### src/rtl/vm_pkg.sv
// Shared types and encodings for the multi-product vending controller.
package vm_pkg;

    typedef enum logic [1:0] {
        ST_IDLE,
        ST_CREDIT,
        ST_VEND,
        ST_PAYOUT
    } vm_state_e;

    localparam logic [1:0] COIN_HALF = 2'b01;
    localparam logic [1:0] COIN_ONE  = 2'b10;

    localparam logic PAY_HALF = 1'b0;
    localparam logic PAY_ONE  = 1'b1;

    // Credit value of a coin code in half-yuan units; invalid codes are worth nothing.
    function automatic logic [1:0] coin_units(input logic [1:0] code);
        case (code)
            COIN_HALF: return 2'd1;
            COIN_ONE:  return 2'd2;
            default:   return 2'd0;
        endcase
    endfunction

endpackage

### src/rtl/vm_change_payout.sv
// Greedy change dispenser: counts an amount down one physical coin per
// ready/valid transfer, offering 1-yuan coins while at least 2 units remain.
module vm_change_payout
    import vm_pkg::*;
#(
    parameter int CREDIT_W = 5
) (
    input  logic                clk,
    input  logic                rst,
    input  logic                start,
    input  logic [CREDIT_W-1:0] amount,
    input  logic                pay_ready,
    output logic                pay_valid,
    output logic                pay_coin,
    output logic [CREDIT_W-1:0] remaining,
    output logic                done
);

    logic [CREDIT_W-1:0] amt_q, amt_d, step;
    logic                valid_q, coin_q;

    assign step      = (coin_q == PAY_ONE) ? CREDIT_W'(2) : CREDIT_W'(1);
    assign done      = valid_q && pay_ready && (amt_q == step);
    assign pay_valid = valid_q;
    assign pay_coin  = coin_q;
    assign remaining = amt_q;

    always_comb begin
        amt_d = amt_q;
        if (start) begin
            amt_d = amount;
        end else if (valid_q && pay_ready) begin
            amt_d = amt_q - step;
        end
    end

    // Offer and coin type only move on load or transfer, so they hold through stalls.
    always_ff @(posedge clk) begin
        if (rst) begin
            amt_q   <= '0;
            valid_q <= 1'b0;
            coin_q  <= PAY_HALF;
        end else begin
            amt_q   <= amt_d;
            valid_q <= (amt_d != '0);
            coin_q  <= (amt_d >= CREDIT_W'(2)) ? PAY_ONE : PAY_HALF;
        end
    end

endmodule

### src/rtl/vm_multi_product.sv
// Multi-product vending controller: credit accumulation, per-product price
// check, vend pulse and hand-off of change/refund to the payout engine.
module vm_multi_product
    import vm_pkg::*;
#(
    parameter int                         N_PROD     = 4,
    parameter int                         CREDIT_W   = 5,
    parameter logic [N_PROD*CREDIT_W-1:0] PRICES     = {5'd6, 5'd4, 5'd3, 5'd5},
    parameter int                         MAX_CREDIT = 10,
    localparam int                        SEL_W      = (N_PROD > 1) ? $clog2(N_PROD) : 1
) (
    input  logic                clk,
    input  logic                rst,
    input  logic                coin_valid,
    input  logic [1:0]          coin_val,
    input  logic                sel_valid,
    input  logic [SEL_W-1:0]    sel_id,
    input  logic                cancel,
    output logic [CREDIT_W-1:0] credit,
    output logic                coin_reject,
    output logic                sel_short,
    output logic                vend_valid,
    output logic [SEL_W-1:0]    vend_id,
    output logic                pay_valid,
    output logic                pay_coin,
    input  logic                pay_ready,
    output logic                busy
);

    if (MAX_CREDIT >= (1 << CREDIT_W)) begin : g_bad_max
        $error("MAX_CREDIT does not fit in CREDIT_W bits");
    end
    for (genvar g = 0; g < N_PROD; g++) begin : g_price_chk
        if (int'(PRICES[g*CREDIT_W +: CREDIT_W]) > MAX_CREDIT) begin : g_bad_price
            $error("product price exceeds MAX_CREDIT");
        end
    end

    vm_state_e           state_q, state_d;
    logic [CREDIT_W-1:0] credit_q, credit_d;
    logic [SEL_W-1:0]    vend_id_q, vend_id_d;
    logic                coin_reject_q, coin_reject_d;
    logic                sel_short_q, sel_short_d;
    logic                vend_valid_q, vend_valid_d;
    logic                busy_q, busy_d;

    logic                pay_start, pay_done;
    logic [CREDIT_W-1:0] pay_amount, pay_remaining;
    logic [CREDIT_W:0]   coin_sum;
    logic                coin_ok, coin_blocked;
    logic [CREDIT_W-1:0] sel_price;
    logic                sel_found, sel_ok;

    always_comb begin
        state_d       = state_q;
        credit_d      = credit_q;
        vend_id_d     = vend_id_q;
        coin_reject_d = 1'b0;
        sel_short_d   = 1'b0;
        vend_valid_d  = 1'b0;
        pay_start     = 1'b0;
        pay_amount    = credit_q;

        coin_sum = {1'b0, credit_q} + (CREDIT_W+1)'(coin_units(coin_val));
        coin_ok  = (coin_units(coin_val) != 2'd0) && (coin_sum <= (CREDIT_W+1)'(MAX_CREDIT));

        sel_found = 1'b0;
        sel_price = '0;
        for (int p = 0; p < N_PROD; p++) begin
            if (int'(sel_id) == p) begin
                sel_found = 1'b1;
                sel_price = PRICES[p*CREDIT_W +: CREDIT_W];
            end
        end
        sel_ok = sel_found && (credit_q >= sel_price);

        // In CREDIT a same-cycle cancel or selection takes precedence over a coin.
        coin_blocked = (state_q == ST_CREDIT) && (cancel || sel_valid);

        case (state_q)
            ST_IDLE, ST_CREDIT: begin
                if ((state_q == ST_CREDIT) && cancel) begin
                    state_d   = ST_PAYOUT;
                    pay_start = 1'b1;
                    credit_d  = '0;
                end else if (sel_valid) begin
                    if ((state_q == ST_CREDIT) && sel_ok) begin
                        credit_d     = credit_q - sel_price;
                        vend_id_d    = sel_id;
                        vend_valid_d = 1'b1;
                        state_d      = ST_VEND;
                    end else begin
                        sel_short_d = 1'b1;
                    end
                end
                if (coin_valid) begin
                    if (!coin_blocked && coin_ok) begin
                        credit_d = coin_sum[CREDIT_W-1:0];
                        state_d  = ST_CREDIT;
                    end else begin
                        coin_reject_d = 1'b1;
                    end
                end
            end
            ST_VEND: begin
                coin_reject_d = coin_valid;
                if (credit_q != '0) begin
                    state_d   = ST_PAYOUT;
                    pay_start = 1'b1;
                    credit_d  = '0;
                end else begin
                    state_d = ST_IDLE;
                end
            end
            ST_PAYOUT: begin
                coin_reject_d = coin_valid;
                if (pay_done) begin
                    state_d = ST_IDLE;
                end
            end
            default: state_d = ST_IDLE;
        endcase

        busy_d = (state_d == ST_VEND) || (state_d == ST_PAYOUT);
    end

    always_ff @(posedge clk) begin
        if (rst) begin
            state_q       <= ST_IDLE;
            credit_q      <= '0;
            vend_id_q     <= '0;
            coin_reject_q <= 1'b0;
            sel_short_q   <= 1'b0;
            vend_valid_q  <= 1'b0;
            busy_q        <= 1'b0;
        end else begin
            state_q       <= state_d;
            credit_q      <= credit_d;
            vend_id_q     <= vend_id_d;
            coin_reject_q <= coin_reject_d;
            sel_short_q   <= sel_short_d;
            vend_valid_q  <= vend_valid_d;
            busy_q        <= busy_d;
        end
    end

    vm_change_payout #(
        .CREDIT_W (CREDIT_W)
    ) u_payout (
        .clk       (clk),
        .rst       (rst),
        .start     (pay_start),
        .amount    (pay_amount),
        .pay_ready (pay_ready),
        .pay_valid (pay_valid),
        .pay_coin  (pay_coin),
        .remaining (pay_remaining),
        .done      (pay_done)
    );

    // While paying out, the visible credit is what is still owed.
    assign credit      = (state_q == ST_PAYOUT) ? pay_remaining : credit_q;
    assign coin_reject = coin_reject_q;
    assign sel_short   = sel_short_q;
    assign vend_valid  = vend_valid_q;
    assign vend_id     = vend_id_q;
    assign busy        = busy_q;

endmodule

### config.mk
export PLATFORM = sky130hd
export DESIGN_NAME = vm_multi_product
export DESIGN_NICKNAME = d
export VERILOG_FILES = /design/src/rtl/vm_pkg.sv /design/src/rtl/vm_change_payout.sv /design/src/rtl/vm_multi_product.sv
export SDC_FILE = /design/constraint.sdc
export NUM_CORES = 1
export LEC_CHECK = 0
export ABC_CLOCK_PERIOD_IN_PS = 3000
export BUFFER_PORTS_ARGS = -buffer_cell sky130_fd_sc_hd__buf_2
export CELL_PAD_IN_SITES_DETAIL_PLACEMENT = 1
export CELL_PAD_IN_SITES_GLOBAL_PLACEMENT = 1
export CORE_UTILIZATION = 37
export CTS_CLUSTER_DIAMETER = 30
export CTS_CLUSTER_SIZE = 40
export DETAILED_ROUTE_END_ITERATION = 10
export PLACE_DENSITY_LB_ADDON = 0.1
export SETUP_SLACK_MARGIN = 0.3
export SYNTH_ARGS = -nofsm -noshare
export SYNTH_HDL_FRONTEND = slang
export SYNTH_SLANG_ARGS = --single-unit
export TNS_END_PERCENT = 10
### constraint.sdc
create_clock -name clk -period 3 [get_ports clk]
set_clock_uncertainty 0.2 [all_clocks]
set_input_delay 0.6 -clock clk [delete_from_list [all_inputs] [get_ports clk]]
set_output_delay 0.6 -clock clk [all_outputs]
set_load 0.005 [all_outputs]
# After elaboration in Yosys (flattened, before gate mapping)
# Index checks and enable logic that the tools add are counted.
# totals
ff_bits,20
latchBits,0
mem_bits_rw,0
romBits,0
out_inout_bits,13
wordCells,90
n_memories,0
# classes
addsub,3
n_mul,0
div,0
n_lt_le_gt_ge,3
n_eq_ne,12
shift,0
mux,37
bitwise,3
reduce_logical,22
# op_table
operator,n
$mux 5,12
$mux 2,8
$eq 2x2->1 const B,7
$mux 1,11
$pmux 5 s2,1
$reduce_bool 5->1,2
$sub 5x5->5,2
$logic_and 1x1->1,8
$add 5x2->6,1
$eq 2x1->1 const B,3
$le 6x4->1 const B,1
$pmux 2 s3,1
$eq 5x5->1,1
$ge 5x2->1 const B,1
$ge 5x5->1,1
$logic_not 2->1,2
$pmux 1 s2,2
$pmux 2 s2,1
$reduce_and 4->1,1
$reduce_bool 2->1,2
$reduce_or 2->1,2
$reduce_or 4->1,1
$mux 3,1
$not 1->1,3
other kinds (4),5

# Logic depth before layout (Yosys ltp)
# Gate-level depths: netlist of the first run.
# logic_depth
word_depth,16
depth_mapped,9
depth_no_buf,9

# Cells and area by module
# From an unflattened synthesis of the first run, not the netlist that was laid out.
# hier_totals
hier_cells,171
area_unflattened_um2,1482.7
# modules_own_cells
module,instances,cells_per_inst,area_per_inst_um2,seq_area_each_um2
vm_multi_product,1,127,1068.5,240.2
vm_change_payout,1,44,414.1,140.1

# Worst setup path after synthesis of the first run
# No wires, ideal clock.
# synth_path
kind,input to register
from,input coin_val[1]
to,register credit_q[0]
setup_ns,0.122
arrival_time_ns,2.559
t_required_ns,2.678
path_slack_ns,0.119
path_stages,9
path_buffers,0
cell_sequence,inv_1 -> ha_1 -> ha_1 -> fa_1 -> a311oi_2 -> a31oi_1 -> a211o_1 -> a41o_1 -> a221o_1
# synth_between
elab_chain_len,9
elab_cells_between_ends,11
cone_classes,add/sub: 1; order compare: 1; eq/ne: 2; mux: 4; reduce/logical: 3
# synth_rtl
element,line,text
start: declaration,vm_multi_product.sv:15,"input logic [1:0] coin_val,"
$eq 2x2->1 / $eq 2x1->1 (equally long branches),vm_pkg.sv:19,case (code)
$pmux 2 s2 *,vm_pkg.sv:19,
$add 5x2->6,vm_multi_product.sv:64,"coin_sum = {1'b0, credit_q} + (CREDIT_W+1)'(coin_units(coin_val));"
$le 6x4->1,vm_multi_product.sv:65,coin_ok = (coin_units(coin_val) != 2'd0) && (coin_sum <= (CREDIT_W+1)'(MAX_CREDIT));
$logic_and 1x1->1,vm_multi_product.sv:65,
$logic_and 1x1->1,vm_multi_product.sv:97,if (!coin_blocked && coin_ok) begin
$mux 5 *,vm_multi_product.sv:97,
$mux 5 *,vm_multi_product.sv:96,if (coin_valid) begin
$pmux 5 s2 *,vm_multi_product.sv:80,case (state_q)
end signal: assignment,vm_multi_product.sv:138,credit_q <= credit_d;
end: declaration,vm_multi_product.sv:40,"logic [CREDIT_W-1:0] credit_q, credit_d;"
# Mark *: on every way between the ends. The rest lies on a longest branch, timed or not.
# A chain may end at the register's enable or synchronous reset.

# Worst setup path in the final report of the first run
# Ends and elaborated chain as after synthesis.

==> reports/summary.log, run 1 <==
qor: synth.synth_adder_area_share 0.1191
qor: synth.postSynthCellCount 176
qor: global_routing.grt_remaining_overflow 0
qor: final_layout.design_area 1733 um2
qor: worst_setup_path.critPathBufInv 2
qor: final_layout.drive_above_1_share 0.2338
qor: sta.finalSetupViolations 0
qor: final_layout.antenna-diode-count 0
qor: run.max-cap-violations 0
qor: synth.yosys_warnings 0
qor: worst_setup_path.crit-reg2reg-launch credit_q[0]
qor: power_and_ir_drop.power.leakage 0.7509 nW
qor: sta.fin_crit 2702 ps
qor: worst_setup_path.arrival 2660 ps
qor: worst_setup_path.data_required_time_at_the_worst_endpoint 2960 ps
qor: routing.drt_drc_violations_left 0
qor: synth.synthArstFlopShare 0
qor: worst_setup_path.critical_path.slowest_cell fa_2
qor: synth.syn_area_per_cell 8.239 um2
qor: worst_setup_path.ff2ff_setup_slack 480 ps
qor: synth.postSynth.topFlopCell dfxtp_1
qor: cts.tritoncts_buffers 3
qor: placement.placement.io_buffers 22
qor: placement.place.gp.congestion 0.7858
qor: synth.synthesis.area 1450 um2
qor: worst_setup_path.critical-path-top-delay-family compound AO/OA/AOI/OAI gates
qor: global_routing.gr-usage-all-layers 0.2169
qor: synth.synthesis.nets 198
qor: cts.clkLatencyLatePin 270 ps
qor: global_routing.global_route_wire_length_before_repair 6.996 mm
qor: sta.maxSlewViolCount 0
qor: worst_setup_path.worst-setup-path-type input port to flop
qor: routing.dr.first_iter.drc_count 52
qor: cts.htreeDepth 1
qor: routing.detail-route-antenna-nets 0
qor: min_path.hp-start vend_id[0]
qor: final_layout.syn_to_final_growth 19.50%
qor: global_routing.number_of_antenna_violations_at_the_first_check_in_global_routing 0
qor: worst_setup_path.category_of_the_worst_setup_path_capture_point flop
qor: synth.edff_count_synth 0
qor: cts.clkTransAtPathRegs 80 ps
qor: routing.wirelength 4.101 mm
qor: placement.dp.final_hpwl 3.128 mm
qor: power_and_ir_drop.power_density_normalized_to_cell_area 516.5 nW/um2
qor: synth.synth.yosys.seq_area_share 0.2623
qor: synth.synth_compound_area_frac 0.2416
qor: sta.finalHoldWorstSlack 309.2 ps
qor: floorplanning.die_h 64.61 um
qor: final_layout.nNetsFinal 224
qor: cts.cts_num_sinks 19
qor: routing.vias 1405
qor: floorplanning.die_area 4174 um2
qor: worst_setup_path.worst_path_most_repeated_cell ha_4
qor: floorplanning.ioPinCount 23
qor: min_path.min_delay_worst_endpoint vend_id[0]
qor: sta.fmax 370.0 MHz
qor: floorplanning.start_util 0.3902
qor: worst_setup_path.cp_slowest_stage_delay 390 ps
qor: cts.cts_root_buffer clkbuf_8
qor: worst_setup_path.r2r.worst_path.cells 8
qor: power_and_ir_drop.vdd.ir_drop.worst 0.0002023 V
qor: sta.rsz0062_at_grt yes
qor: routing.dr.pass1.iters 6
qor: synth.synth_seq_cells 19
qor: placement.post_dp_cell_area 1638 um2
qor: sta.slew_headroom 0.6624
qor: synth.muxShareOfSynthArea 0.05867
qor: routing.drt-wirelength-per-cell 16.47 um
qor: worst_setup_path.setup.worst_path.start_class input port
qor: cts.tritoncts done
qor: cts.cts-root-to-sink-buffers 2
qor: floorplanning.total_number_of_placement_rows 22
qor: cts.quantity_of_hold_fixing_buffers_added_after_cts 0
qor: routing.route.detailed.vias_per_inst 5.643
qor: min_path.timing.hold.worst_path_depth 2
qor: synth.synth_simple_gate_area_frac 0.2407
qor: sta.fin_crit_sh 0.9008
qor: worst_setup_path.r2r_end credit_q[4]
qor: global_routing.first_global_vias 1430
qor: status.outcome completed
qor: global_routing.largest_net_degree_at_the_start_of_global_routing 17
qor: synth.share_of_the_synthesized_netlist_area_taken_by_xor_and_xnor_gates 0.01812
qor: min_path.hold_path_class flop to flop
qor: sta.final-hold-violation-count 0
qor: synth.synth.lib_cells_used.distinct 51
qor: sta.worst-slew-pin-transition 505.7 ps
qor: synth.dominant_combinational_cell_family_by_area_after_synthesis compound AO/OA/AOI/OAI gates
qor: worst_setup_path.worstPathCellList buf_6, inv_12, ha_4, ha_4, fa_2, a311oi_2, a31oi_2, a211o_1, a41o_1, a221o_1
qor: floorplanning.floorplan.die.width 64.61 um
qor: worst_setup_path.timing.critical_path.fanout_max 4
qor: floorplanning.core_area 3716 um2
cell usage in the layout (no fill, tap or decap), drive strengths merged, types with 4 or more instances in the layout:
master / instances
mux2i: 4
or2b: 4
nand2b: 4
inv: 11
a21oi: 8
nand2: 13
mux2: 4
nor2b: 4
dfxtp: 19
o21ai: 11
nor2: 19
buf: 28
ha: 9
nor3: 6
nand3: 4
layout make-up:
type	instances	area (um2)
Clock buffer	3	41.29
Clock inverter	1	5.005
Fill cell	455	1983
Inverter	11	53.80
Multi-Input combinational cell	139	1031
Sequential cell	19	380.4
Tap cell	48	60.06
Timing Repair Buffer	28	161.4
report_power, final:
group | switching, mW | internal [mW]
Sequential | 0.0501 | 0.292
Clock | 0.0985 | 0.0929
Combinational | 0.191 | 0.170
Total | 0.340 | 0.555
registers in the layout, indices dropped and copies added, names as in the netlist:
register,count
u_payout.pay_valid,1
coin_reject,1
vend_id,2
state_q,1
credit_q,5
vend_valid,1
u_payout.pay_coin,1
sel_short,1
u_payout.remaining,5
busy,1
what timing repair did:
| action | CTS | global route |
|---|---|---|
| resized for setup | 3 | 3 |
| pin swaps | 3 | 6 |
| buffers inserted | 1 | 2 |
| setup endpoints to repair | 2 | 5 |
per-stage QoR:
stage | power, mW | utilization | setup TNS (ps) | setup slack (ps) | cells
final | 0.8950 | 0.4663 | 0 | 297.6 | 249
after CTS | 0.8910 | 0.4586 | 0 | 327.8 | 247
after detailed placement | 0.6969 | 0.4407 | -43.05 | -30.80 | 242
after floorplan | 0.5849 | - | 0 | 260.4 | 176
after global routing | 0.9642 | 0.4663 | 0 | 219.8 | 249
after global placement | 0.6799 | 0.4407 | 0 | 45.27 | 242
how the worst max path moves through the flow:
stage                startpoint           to  slack (ps)  depth (start not counted)
finish              coin_val[1]  credit_q[0]         300                         10
global route        coin_val[1]  credit_q[0]         220                         10
CTS                 coin_val[1]  credit_q[1]         330                         10
floorplan           coin_val[1]  credit_q[1]         260                          9
global placement    coin_val[1]  credit_q[1]          50                         10
detailed placement  coin_val[1]  credit_q[1]         -30                         10
kinds of logic (layout without fill, tap and decap cells):
logic type | count (synthesis) | count (layout)
and+or+nand+nor | 67 | 67
AOI/OAI and AO/OA | 49 | 49
DFF | 19 | 19
buffers and inverters | 18 | 43
adders and majority gates | 12 | 12
muxes | 8 | 8
xor gates and xnor gates | 3 | 3
per-layer routing:
metal	share of wire	global-route usage	vias to the layer above	routed length [um]
li1	-	-	694	-
met1	0.47	0.2877	674	1947
met2	0.48	0.3671	32	1950
met3	0.035	0.02289	5	145
met4	0.014	0.06667	0	58
met5	0	0	-	0
worst register-to-register path, stage by stage, from the launching register on:
cell	delay (ps)
dfxtp_1	390
inv_1	150
ha_1	180
inv_1	50
fa_1	410
a2111oi_0	430
o21ai_0	230
or3_1	350
o21ai_1	70
cells in the mapped netlist, drive strengths merged, types with 2 or more instances:
master    n  share of area
a21oi     8          0.028
o21ai    11          0.038
fa        3          0.041
xor2      3          0.018
nand2    13          0.034
nor3      6          0.021
a31oi     3          0.013
buf       5          0.026
nor2     19          0.049
dfxtp    19           0.26
nor3b     2          0.010
and3      3          0.014
a311oi    2          0.016
nand2b    4          0.017
clkbuf    2         0.0052
a221o     2          0.014
nor2b     4          0.017
o211ai    2          0.010
mux2i     4          0.028
a22oi     2          0.010
nand3     4          0.014
a2111oi   2          0.012
ha        9          0.078
inv      11          0.028
nand3b    2          0.010
or2b      4          0.022
mux2      4          0.031
a211oi    3          0.016
and2      2         0.0086
(Power assumes the default switching activity.)
==> inputs of run 2 (changes only) <==
--- a/config.mk
+++ b/config.mk
@@ -9,7 +9,8 @@
 export BUFFER_PORTS_ARGS = -buffer_cell sky130_fd_sc_hd__buf_2
 export CELL_PAD_IN_SITES_DETAIL_PLACEMENT = 1
 export CELL_PAD_IN_SITES_GLOBAL_PLACEMENT = 1
-export CORE_UTILIZATION = 37
+export CORE_ASPECT_RATIO = 1.4
+export CORE_UTILIZATION = 38
 export CTS_CLUSTER_DIAMETER = 30
 export CTS_CLUSTER_SIZE = 40
 export DETAILED_ROUTE_END_ITERATION = 10
@@ -17,5 +18,6 @@
 export SETUP_SLACK_MARGIN = 0.3
 export SYNTH_ARGS = -nofsm -noshare
 export SYNTH_HDL_FRONTEND = slang
+export SYNTH_HIERARCHICAL = 1
 export SYNTH_SLANG_ARGS = --single-unit
 export TNS_END_PERCENT = 10
==> reports/summary.log, run 2 <==
qor: status.outcome completed
qor: routing.vias 1431
qor: final_layout.post-route-util 0.4663
qor: run.max-cap-violations 0
qor: worst_setup_path.setup.worst_path.start_class input port
qor: worst_setup_path.cp-startpoint coin_val[1]
qor: floorplanning.start_util 0.4033
qor: placement.post_dp_cell_area 1632 um2
qor: synth.synth.lib_cells_used.distinct 58
qor: routing.dr.first_iter.drc_count 29
qor: synth.synth.top_cell.area_share 0.2565
qor: final_layout.final-instance-count-excl-fill 237
qor: routing.route.detailed.vias_per_inst 6.038
qor: routing.detail-route-antenna-nets 0
qor: sta.fin_crit_sh 0.8634
qor: cts.cts-root-to-sink-buffers 2
qor: worst_setup_path.crit-reg2reg-launch credit_q[0]
qor: synth.synthArstFlopShare 0
qor: cts.tritoncts done
qor: synth.synth.largest_area_cell dfxtp_1
qor: power_and_ir_drop.vdd.ir_drop.worst 0.0002714 V
qor: sta.worst-slew-pin-transition 640.1 ps
qor: final_layout.nNetsFinal 218
qor: floorplanning.die_h 75.91 um
qor: floorplanning.floorplan.die.width 54.79 um
qor: floorplanning.ioPinCount 23
qor: global_routing.gr-usage-all-layers 0.2288
qor: synth.post-synth-top-count-cell dfxtp_1
qor: cts.clkLatencyLatePin 250 ps
qor: worst_setup_path.ff2ff_setup_slack 460 ps
qor: worst_setup_path.r2r.worst_path.cells 6
qor: global_routing.grt_remaining_overflow 0
qor: power_and_ir_drop.power_frac_clock 0.150
qor: global_routing.largest_net_degree_at_the_start_of_global_routing 21
qor: cts.htreeDepth 1
qor: worst_setup_path.worst-setup-path-type input port to flop
qor: sta.finalSetupViolations 0
qor: power_and_ir_drop.power_density_normalized_to_cell_area 691.5 nW/um2
qor: power_and_ir_drop.sequentialPowerShare 0.342
qor: routing.wirelength 4.275 mm
qor: sta.sum_of_negative_setup_slack 0 ps
qor: worst_setup_path.worstPathCellList buf_2, inv_1, ha_1, ha_1, fa_2, a311oi_2, a31oi_4, a2111oi_0, nor3_1, o22ai_1
qor: synth.postSynthCellCount 171
qor: placement.place.gp.congestion 0.7996
qor: cts.tritoncts_buffers 3
qor: power_and_ir_drop.internal-power 0.6833 mW
qor: sta.layout_setup_ws 409.7 ps
qor: routing.dr.pass1.iters 4
qor: placement.dp_worst_setup_slack -27.48 ps
qor: worst_setup_path.timing.critical_path.fanout_max 4
qor: synth.synth_area_leaders dfxtp_1, ha_1, mux2_2
qor: worst_setup_path.critical_path.slowest_cell a2111oi_0
qor: sta.maxSlewViolCount 0
qor: synth.synth.yosys.seq_area_share 0.2565
qor: global_routing.first_global_vias 1477
qor: floorplanning.die_area 4159 um2
qor: global_routing.number_of_antenna_violations_at_the_first_check_in_global_routing 0
qor: final_layout.drive_above_1_share 0.2667
qor: final_layout.commonest_non_fill_non_tap_cells_in_the_layout buf_2, dfxtp_1, inv_1, nand2_1, nor2_1
qor: cts.cts_root_buffer clkbuf_8
qor: cts.cts_num_sinks 19
qor: sta.slew_headroom 0.5678
qor: synth.synth_seq_cells 19
qor: sta.final-hold-violation-count 0
qor: sta.rsz0062_at_grt yes
qor: power_and_ir_drop.total_power 1.185 mW
qor: global_routing.global_route_wire_length_before_repair 7.065 mm
qor: synth.yosys_warnings 6
qor: synth.synth_common_cells dfxtp_1, inv_1, nand2_1, nor2_1
qor: power_and_ir_drop.combPwrFrac 0.508
qor: sta.fin_crit 2590 ps
qor: synth.synthesis.area 1483 um2
qor: placement.post-place-cells 232
qor: worst_setup_path.data_required_time_at_the_worst_endpoint 2980 ps
qor: worst_setup_path.crit_end credit_q[2]
qor: sta.finalHoldWorstSlack 286.8 ps
qor: routing.drt_drc_violations_left 0
qor: final_layout.design_area 1714 um2
qor: final_layout.antenna-diode-count 0
qor: floorplanning.core_area 3676 um2
qor: worst_setup_path.worst_path_most_repeated_cell ha_1
qor: worst_setup_path.category_of_the_worst_setup_path_capture_point flop
qor: placement.placement.io_buffers 22
qor: power_and_ir_drop.power.leakage 0.7206 nW
qor: synth.postSynth.topFlopCell dfxtp_1
qor: synth.edff_count_synth 0
qor: synth.synthesis.nets 193
qor: power_and_ir_drop.power.net_switching 0.5019 mW
qor: worst_setup_path.r2r_end credit_q[0]
qor: routing.drt-wirelength-per-cell 18.04 um
qor: floorplanning.total_number_of_placement_rows 26
qor: placement.dp.final_hpwl 3.433 mm
qor: synth.syn_area_per_cell 8.671 um2
qor: worst_setup_path.arrival 2570 ps
qor: final_layout.nFillCells 464
qor: sta.fmax 386.1 MHz
qor: final_layout.syn_to_final_growth 15.61%
qor: worst_setup_path.cp_slowest_stage_delay 430 ps
qor: final_layout.final_common_cell buf_2
qor: power_and_ir_drop.swShare 0.4235
qor: min_path.hold_path_class flop to flop
qor: cts.clkTransAtPathRegs 70 ps
[run 2: cell types whose count changed in the layout (fill, tap and decap cells not counted), sizes merged, moves of 3 or more]
cell	change
nor4	+3
buf	-3
nand2b	+3
nand3	-3
mux2	+3
nor2	-9
[run 2: cell type report]
cell class | instances | area [um2] | area share
timing repair buffer | 25 | 132.6 | 0.07737
inverter | 13 | 48.80 | 0.02847
tap | 42 | 52.55 | 0.03066
clock inverter | 1 | 5.005 | 0.002920
clock buffer | 3 | 41.29 | 0.02409
sequential | 19 | 380.4 | 0.2219
multi-input combinational | 134 | 1054 | 0.6146
[run 2: worst min path at each step]
stage,from,endpoint,cells past startpoint
2_1_floorplan,vend_id[0],vend_id[0],2
3_3_place_gp,vend_id[0],vend_id[0],2
3_5_place_dp,vend_id[1],vend_id[1],2
4_1_cts,vend_id[1],vend_id[1],2
5_1_grt,vend_id[0],vend_id[0],2
6_report,vend_id[0],vend_id[0],2
[run 2: power groups by stage]
stage / Clock (mW) / Sequential, mW / Combinational (mW)
after global placement: 0 / 0.405 / 0.557
after floorplan: 0 / 0.378 / 0.432
after global routing: 0.195 / 0.418 / 0.671
after CTS: 0.185 / 0.405 / 0.604
after detailed placement: 0 / 0.409 / 0.583
final: 0.178 / 0.405 / 0.602
[run 2: timing repair]
action	CTS	global route
hold buffers	0	0
endpoints found under the setup margin	6	6
pin swaps	1	1
resized for setup	3	2
setup buffers	1	0
gates cloned	0	0
[run 2: kinds of logic (layout without fill, tap and decap cells)]
group	Yosys count	in the layout	synth area share
flip-flops	19	19	0.2565
AND/OR/NAND/NOR	60	60	0.2295
AO/OA/AOI/OAI	51	51	0.2667
multiplexers	9	9	0.06666
XOR/XNOR	2	2	0.01182
buffers and inverters	18	42	0.05232
adder cells (fa/ha/maj)	12	12	0.1165
[run 2: routing by layer]
metal | global-route usage | part of all wire
met1 | 0.2748 | 0.42
met5 | 0 | 0
met4 | 0.05385 | 0.0080
met2 | 0.4072 | 0.55
met3 | 0.02410 | 0.022
[run 2: critical path, delay by kind of cell]
| kind | cells | cell delay (ps) |
|---|---|---|
| AO/OA/AOI/OAI | 4 | 920 |
| adder cells (fa/ha/maj) | 3 | 790 |
| buffers and inverters | 2 | 130 |
| AND/OR/NAND/NOR | 1 | 130 |
==> inputs of run 3 (changes only) <==
--- a/config.mk
+++ b/config.mk
@@ -14,6 +14,7 @@
 export CTS_CLUSTER_DIAMETER = 30
 export CTS_CLUSTER_SIZE = 40
 export DETAILED_ROUTE_END_ITERATION = 10
+export GPL_TIMING_DRIVEN = 0
 export PLACE_DENSITY_LB_ADDON = 0.1
 export SETUP_SLACK_MARGIN = 0.3
 export SYNTH_ARGS = -nofsm -noshare
==> reports/summary.log, run 3 (same netlist as run 2, synthesis figures left out) <==
qor: final_layout.nNetsFinal 221
qor: final_layout.drive_above_1_share 0.2778
qor: worst_setup_path.arrival 2550 ps
qor: power_and_ir_drop.power.leakage 0.7329 nW
qor: routing.drt-wirelength-per-cell 17.13 um
qor: placement.post_dp_cell_area 1645 um2
qor: routing.drt_drc_violations_left 0
qor: placement.dp.final_hpwl 3.242 mm
qor: global_routing.grt_remaining_overflow 0
qor: worst_setup_path.timing.critical_path.fanout_max 8
qor: final_layout.syn_to_final_growth 18.14%
qor: floorplanning.start_util 0.4033
qor: sta.slew_headroom 0.5647
qor: worst_setup_path.data_required_time_at_the_worst_endpoint 2930 ps
qor: min_path.hold_path_class flop to flop
qor: power_and_ir_drop.power_density_normalized_to_cell_area 686.9 nW/um2
qor: sta.maxSlewViolCount 0
qor: worst_setup_path.critPathBufInv 3
qor: floorplanning.core_area 3676 um2
qor: sta.fmax 382.0 MHz
qor: cts.tritoncts done
qor: routing.detail-route-antenna-nets 0
qor: cts.tritoncts_buffers 3
qor: worst_setup_path.worst_path_most_repeated_cell ha_1
qor: placement.post-place-cells 235
qor: sta.worst-slew-pin-transition 644.8 ps
qor: cts.cts_num_sinks 19
qor: final_layout.final-instance-count-excl-fill 240
qor: power_and_ir_drop.total_power 1.203 mW
qor: worst_setup_path.critical_path.slowest_cell fa_2
qor: worst_setup_path.ff2ff_setup_slack 400 ps
qor: cts.cts_root_buffer clkbuf_8
qor: routing.route.detailed.vias_per_inst 5.846
qor: cts.htreeDepth 1
qor: routing.met1_length 1.715 mm
qor: routing.highest_layer met4
qor: sta.finalHoldWorstSlack 277.5 ps
qor: floorplanning.die_h 75.91 um
qor: status.outcome completed
qor: worst_setup_path.category_of_the_worst_setup_path_capture_point flop
qor: placement.place.gp.congestion 0.7666
qor: floorplanning.total_number_of_placement_rows 26
qor: sta.sum_of_negative_setup_slack 0 ps
qor: routing.vias 1403
qor: cts.cts-root-to-sink-buffers 2
qor: final_layout.antenna-diode-count 0
qor: sta.finalSetupViolations 0
qor: floorplanning.die_area 4159 um2
qor: floorplanning.floorplan.die.width 54.79 um
qor: global_routing.largest_net_degree_at_the_start_of_global_routing 12
qor: final_layout.final_common_cell buf_2
qor: sta.fin_crit_sh 0.8725
qor: sta.final-hold-violation-count 0
qor: sta.rsz0062_at_grt yes
qor: routing.dr.first_iter.drc_count 11
qor: worst_setup_path.setup.worst_path.start_class input port
qor: global_routing.number_of_antenna_violations_at_the_first_check_in_global_routing 0
qor: sta.fin_crit 2618 ps
qor: routing.dr.pass1.iters 3
qor: routing.wl_met2 2.194 mm
qor: floorplanning.ioPinCount 23
qor: routing.dr_wl_met3 113 um
qor: cts.clkLatencyLatePin 260 ps
qor: worst_setup_path.cp_slowest_stage_delay 390 ps
qor: placement.placement.io_buffers 22
qor: worst_setup_path.worst-setup-path-type input port to flop
qor: worst_setup_path.worstPathCellList buf_2, inv_1, ha_1, ha_1, fa_2, a311oi_4, a31oi_4, a211oi_2, buf_4, nand2b_1, o22ai_1
qor: run.max-cap-violations 0
qor: cts.clkTransAtPathRegs 70 ps
qor: global_routing.first_global_vias 1464
qor: final_layout.commonest_non_fill_non_tap_cells_in_the_layout buf_2, dfxtp_1, inv_1, nand2_1, nor2_1
qor: global_routing.global_route_wire_length_before_repair 6.748 mm
qor: worst_setup_path.critical-path-top-delay-family adder cells
qor: final_layout.design_area 1752 um2
qor: power_and_ir_drop.vdd.ir_drop.worst 0.0003809 V
qor: routing.wirelength 4.112 mm
qor: cts.quantity_of_hold_fixing_buffers_added_after_cts 0
qor: global_routing.gr-usage-all-layers 0.2176
-- run 3: final cells by class --
type                    instances  area [um2]
plain buffers                   5       28.78
clock buffers                   3       41.29
clock inverters                 1       5.005
fillers                       474        1924
inverters                      13       48.80
multi-input cells             134        1077
flip-flops and latches         19       380.4
well taps                      42       52.55
repair buffers                 23       117.6
-- run 3: per-stage QoR --
step | utilization | setup WS (ps)
final | 0.4765 | 382.5
after CTS | 0.4639 | 299.7
after global routing | 0.4765 | 259.0
after global placement | 0.4476 | 16.70
after floorplan | - | 346.4
after detailed placement | 0.4476 | -6.169
-- run 3: path summary, 6_finish.rpt --
kind,startpoint,end,cells after the start
max,coin_val[1],credit_q[2],11
min,vend_id[1],vend_id[1],2
max reg2reg,credit_q[1],credit_q[1],6
min reg2reg,vend_id[1],vend_id[1],2
-- run 3: routing by layer --
metal / up-vias / track usage
li1: 696 / -
met1: 672 / 0.2475
met2: 26 / 0.3843
met3: 9 / 0.02811
met4: 0 / 0.07949
met5: - / 0
-- run 3: repair_timing --
action	in CTS	in global routing
pin swaps	1	2
endpoints found under the setup margin	4	6
gates resized for setup	1	9
setup buffers	1	0
-- run 3: power breakdown --
group          switching [mW]  leakage [nW]  internal (mW)
registers              0.0859         0.156          0.314
clock network          0.0948        0.0255         0.0927
logic                   0.331         0.552          0.284
total                   0.512         0.733          0.691
-- run 3: worst reg2reg max path: cells and delay by family, from the launching register on --
kind	cells	cell delay, ps
multiplexers	1	390
AND/OR/NAND/NOR	1	130
adder cells (fa/ha/maj)	1	340
AO/OA/AOI/OAI	3	830
flip-flops	1	630
